$ cat config.mk
export PLATFORM = sky130hd
export DESIGN_NAME = mem_arbiter
export DESIGN_NICKNAME = d
export VERILOG_FILES = /design/src/rtl/mem_arbiter.sv
export SDC_FILE = /design/constraint.sdc
export NUM_CORES = 1
export LEC_CHECK = 0
export CAP_MARGIN = 15
export CORE_ASPECT_RATIO = 0.9
export CORE_MARGIN = 5
export CORE_UTILIZATION = 46
export DETAILED_ROUTE_END_ITERATION = 8
export PLACE_DENSITY = 0.95
export SYNTH_ARGS = -nofsm -noshare
export SYNTH_HDL_FRONTEND = slang
export SYNTH_SLANG_ARGS = --single-unit
$ cat constraint.sdc
create_clock -name clk -period 3.6 [get_ports clk]
set_input_delay 0.72 -clock clk [delete_from_list [all_inputs] [get_ports clk]]
set_output_delay 0.72 -clock clk [all_outputs]
set_load 0.05 [all_outputs]
$ cat src/rtl/mem_arbiter.sv
// Arbiter for one single-port RAM shared by the instruction-fetch and data ports.
// The data port has priority; a starvation counter forces a fetch grant after STARVE_LIM data grants.
module mem_arbiter #(
  parameter int unsigned AW         = 9,
  parameter int unsigned DW         = 16,
  parameter int unsigned RD_LAT     = 1,
  parameter int unsigned STARVE_LIM = 4
) (
  input  logic          clk,
  input  logic          reset,
  input  logic          if_req,
  input  logic [AW-1:0] if_addr,
  output logic          if_ready,
  output logic [DW-1:0] if_rdata,
  input  logic          d_req,
  input  logic          d_write,
  input  logic [AW-1:0] d_addr,
  input  logic [DW-1:0] d_wdata,
  output logic          d_ready,
  output logic [DW-1:0] d_rdata,
  output logic [1:0]    mem_cmd,
  output logic [AW-1:0] mem_addr,
  output logic [DW-1:0] mem_wdata,
  input  logic [DW-1:0] mem_rdata,
  output logic          stall_if,
  output logic          stall_mem
);

  // Counter widths cover the legal ranges RD_LAT 1..7 and STARVE_LIM 1..15.
  localparam int unsigned LW = 3;
  localparam int unsigned SW = 4;

  localparam logic [1:0] CMD_NONE  = 2'b00;
  localparam logic [1:0] CMD_READ  = 2'b01;
  localparam logic [1:0] CMD_WRITE = 2'b10;

  typedef enum logic [1:0] {
    ST_IDLE,
    ST_ACCESS,
    ST_DONE
  } state_t;

  state_t        r_state;
  logic [1:0]    r_mem_cmd;
  logic [AW-1:0] r_mem_addr;
  logic [DW-1:0] r_mem_wdata;
  logic          r_if_ready;
  logic          r_d_ready;
  logic [DW-1:0] r_if_rdata;
  logic [DW-1:0] r_d_rdata;
  logic [SW-1:0] r_starve_cnt;
  logic [LW-1:0] r_lat_cnt;
  logic          r_grant_d;

  logic w_starved;
  logic w_grant_d;
  logic w_grant_if;

  // Fetch is forced only once the data port has used up its consecutive-grant allowance.
  assign w_starved  = if_req && (r_starve_cnt == SW'(STARVE_LIM));
  assign w_grant_d  = d_req && !w_starved;
  assign w_grant_if = if_req && !w_grant_d;

  always_ff @(posedge clk) begin
    if (reset) begin
      r_state      <= ST_IDLE;
      r_mem_cmd    <= CMD_NONE;
      r_mem_addr   <= '0;
      r_mem_wdata  <= '0;
      r_if_ready   <= 1'b0;
      r_d_ready    <= 1'b0;
      r_if_rdata   <= '0;
      r_d_rdata    <= '0;
      r_starve_cnt <= '0;
      r_lat_cnt    <= '0;
      r_grant_d    <= 1'b0;
    end else begin
      case (r_state)
        ST_IDLE: begin
          if (w_grant_d || w_grant_if) begin
            r_state     <= ST_ACCESS;
            r_grant_d   <= w_grant_d;
            r_mem_addr  <= w_grant_d ? d_addr : if_addr;
            r_mem_wdata <= w_grant_d ? d_wdata : '0;
            if (w_grant_d && d_write) begin
              r_mem_cmd <= CMD_WRITE;
              r_lat_cnt <= '0;
            end else begin
              r_mem_cmd <= CMD_READ;
              r_lat_cnt <= LW'(RD_LAT - 1);
            end
            if (w_grant_d && if_req) begin
              if (r_starve_cnt != SW'(STARVE_LIM)) begin
                r_starve_cnt <= r_starve_cnt + SW'(1);
              end
            end else begin
              r_starve_cnt <= '0;
            end
          end
        end
        ST_ACCESS: begin
          if (r_lat_cnt != '0) begin
            r_lat_cnt <= r_lat_cnt - LW'(1);
          end else begin
            if (r_mem_cmd == CMD_READ) begin
              if (r_grant_d) begin
                r_d_rdata <= mem_rdata;
              end else begin
                r_if_rdata <= mem_rdata;
              end
            end
            r_d_ready  <= r_grant_d;
            r_if_ready <= !r_grant_d;
            r_mem_cmd  <= CMD_NONE;
            r_state    <= ST_DONE;
          end
        end
        ST_DONE: begin
          // Requests are deliberately not sampled here; the requester updates them on this edge.
          r_d_ready  <= 1'b0;
          r_if_ready <= 1'b0;
          r_state    <= ST_IDLE;
        end
        default: begin
          r_state <= ST_IDLE;
        end
      endcase
    end
  end

  assign mem_cmd   = r_mem_cmd;
  assign mem_addr  = r_mem_addr;
  assign mem_wdata = r_mem_wdata;
  assign if_ready  = r_if_ready;
  assign d_ready   = r_d_ready;
  assign if_rdata  = r_if_rdata;
  assign d_rdata   = r_d_rdata;

  assign stall_if  = if_req & ~r_if_ready;
  assign stall_mem = d_req & ~r_d_ready;

endmodule

==> results.tsv <==
metric	value	unit
status	finished, final reports clean	
postcts setup bufs	0	
Pwr Density	452	nW/µm²
vias in the first global route	2648	
CTS Sinks	71	
Final Skew	11.9	ps
CP startpoint	if_req	
Horiz. Die Dim	92.7	µm
I/O Pins	118	
final-report hold violation count	0	
design area	4210	µm²
latest clock arrival within the worst-skew pair	330	ps
Core Region	6050	µm²
placed cells	513	
Clock Path Buffers	2	
Seq pwr share	44.3	%
Post-Syn Area	2830	µm²
TritonCTS clock tree	done	
Place WS	571	ps
hold crit path type	register to register	
# resized after CTS	0	
Clk network pwr share	35.1	%
Core Util, Final	69.6	%
Vias/cell	5.18	
Int Pwr	1.36	mW
post-layout net count	511	
Synth async-reset ratio	0	%
MaxCap Viol Count	0	
Fill cells	498	
Die Area	7820	µm²
largest net degree at the start of global routing	48	
H-tree depth	3	
top cells by count, synth	nand2_1 (97), dfxtp_1 (71), a21oi_1 (55)	
crit path kind	input port to output pin	
GP Congestion	0.734	
FF-to-FF Start	r_lat_cnt[0]	
RSZ-0062 raised after global routing	no	
Req. time, crit path	2880	ps
Initial DRC Count	169	
Synth Flop Type	dfxtp_1	
drt pass-1 iters	4	
share of layout cells above drive strength 1	8.11	%
CP Max Fanout	6	
die extent in y	84.4	µm
WP data arrival	2300	ps
VDD IR max	0.000224	V
Hold Buf Count CTS	0	
GRT Resource Usage Total	19.6	%
initial antenna violation count	0	
Slew headroom	51.6	%
post-synthesis cell type count	39	
DR vias	2737	
Area contributors post-synth	dfxtp_1 (50%), nand2_1 (13%), a21oi_1 (9.7%)	
flops & latches, synth	71	
average wire per standard cell	14.4	µm
CTS buffer count	9	
hold path startpoint	mem_wdata[5]	
Least-Margin Pin Slew	726	ps
drc violations	0	
Yosys warnings	0	
final setup fails	0	
Register Area	1420	µm²
Initial Utilization	46.8	%
combinational share of power	20.6	%
sequential fraction of the synthesis area	50.2	%
DRT antenna net count	0	
CP Launch Type	input port	
DP Area	4000	µm²
clk slew on worst S/H paths	70	ps
CP endpoint kind	output pin	
first-pass GRT wire length	12200	µm
Net Sw Power	0.547	mW
DP HPWL	5560	µm
Cell Rows	27	
final setup margin	583	ps
top cell type's share of synthesized area	50.2	%
final worst path period need	3020	ps
Fmax	0.331	GHz
static leakage	1.46	nW
Synth Net Count	402	
period utilisation layout	83.8	%
Layout Area Growth over Synthesis	48.7	%
Syn Area/Cell	8.25	µm²
port bufs	117	
most frequent cell after synthesis	nand2_1	
largest area contributor in the netlist	dfxtp_1	
final-report max-slew violation count	0	
root buffer cell	clkbuf_8	
setup_tns	0	ps
n_diodes	0	
hold slack	457	ps
Tot Pwr	1.90	mW
Synth Instances	343	
Routed WL	7580	µm
GRT overflow	0	
Layout Cells excl Fill	528	
Net Sw Frac	28.7	%
Multi-input gate area	1260	µm²
number of synthesized flops with an enable pin	0	
placed cells by master (no fill, tap or decap), types with 2 or more instances in the layout:
| cell | n |
|---|---|
| ha_1 | 4 |
| nor2b_1 | 3 |
| nand3b_1 | 2 |
| nand4b_1 | 2 |
| nor2_1 | 13 |
| nand3_1 | 24 |
| dfxtp_1 | 71 |
| a211oi_1 | 9 |
| clkbuf_8 | 9 |
| a21oi_2 | 10 |
| buf_4 | 5 |
| clkinv_2 | 2 |
| bufinv_16 | 2 |
| clkdlybuf4s50_1 | 116 |
| inv_1 | 6 |
| nand2_1 | 97 |
| a21oi_1 | 55 |
routing by layer:
layer | up-vias | global-route usage, % | part of all wire (%)
li1 | 1372 | - | -
met1 | 1254 | 21.7 | 41
met2 | 100 | 33.7 | 48
met3 | 11 | 7.08 | 8.7
met4 | 0 | 8.52 | 2.0
met5 | - | 0 | 0
sequential cells by signal (all words and copies together) (netlist names):
name and cells:
mem_wdata 16, if_ready 1, r_lat_cnt 3, d_ready 1, d_rdata 16, r_grant_d 1, mem_cmd 2, r_state 2
if_rdata 16, mem_addr 9, r_starve_cnt 4
cells by family after synthesis:
logic type	after synthesis	synth area share, %
adder cells (fa/ha/maj)	4	1.77
AND/OR/NAND/NOR	155	25.0
XOR/XNOR	1	0.310
flip-flops	71	50.2
AO/OA/AOI/OAI	82	17.3
buffers and inverters	30	5.39
worst max-delay path, stage by stage:
cell and delay (ps):
clkdlybuf4s50_1 580, nor2b_1 170, clkdlybuf4s50_1 820
final cells by class:
class	instances	area share, %
clock inverter	6	2.05
inverter	6	0.535
tap	72	2.14
clock buffer	9	2.94
multi-input combinational	242	29.9
timing repair buffer	122	28.6
sequential	71	33.8
power groups by stage:
stage	Sequential, mW	Combinational, mW	Clock (mW)
floorplan	0.972	0.126	0
global placement	0.859	0.386	0
detailed placement	0.861	0.394	0
CTS	0.843	0.395	0.685
global route	0.847	0.419	0.729
finish	0.843	0.392	0.668
worst paths after layout:
check	endpoint	slack, ps	depth (start not counted)
setup / recovery	stall_if	580	3
hold / removal	mem_wdata[5]	460	2
setup reg to reg	if_rdata[12]	1560	6
hold reg to reg	mem_wdata[5]	460	2
Power figures use the tool's default switching activity.
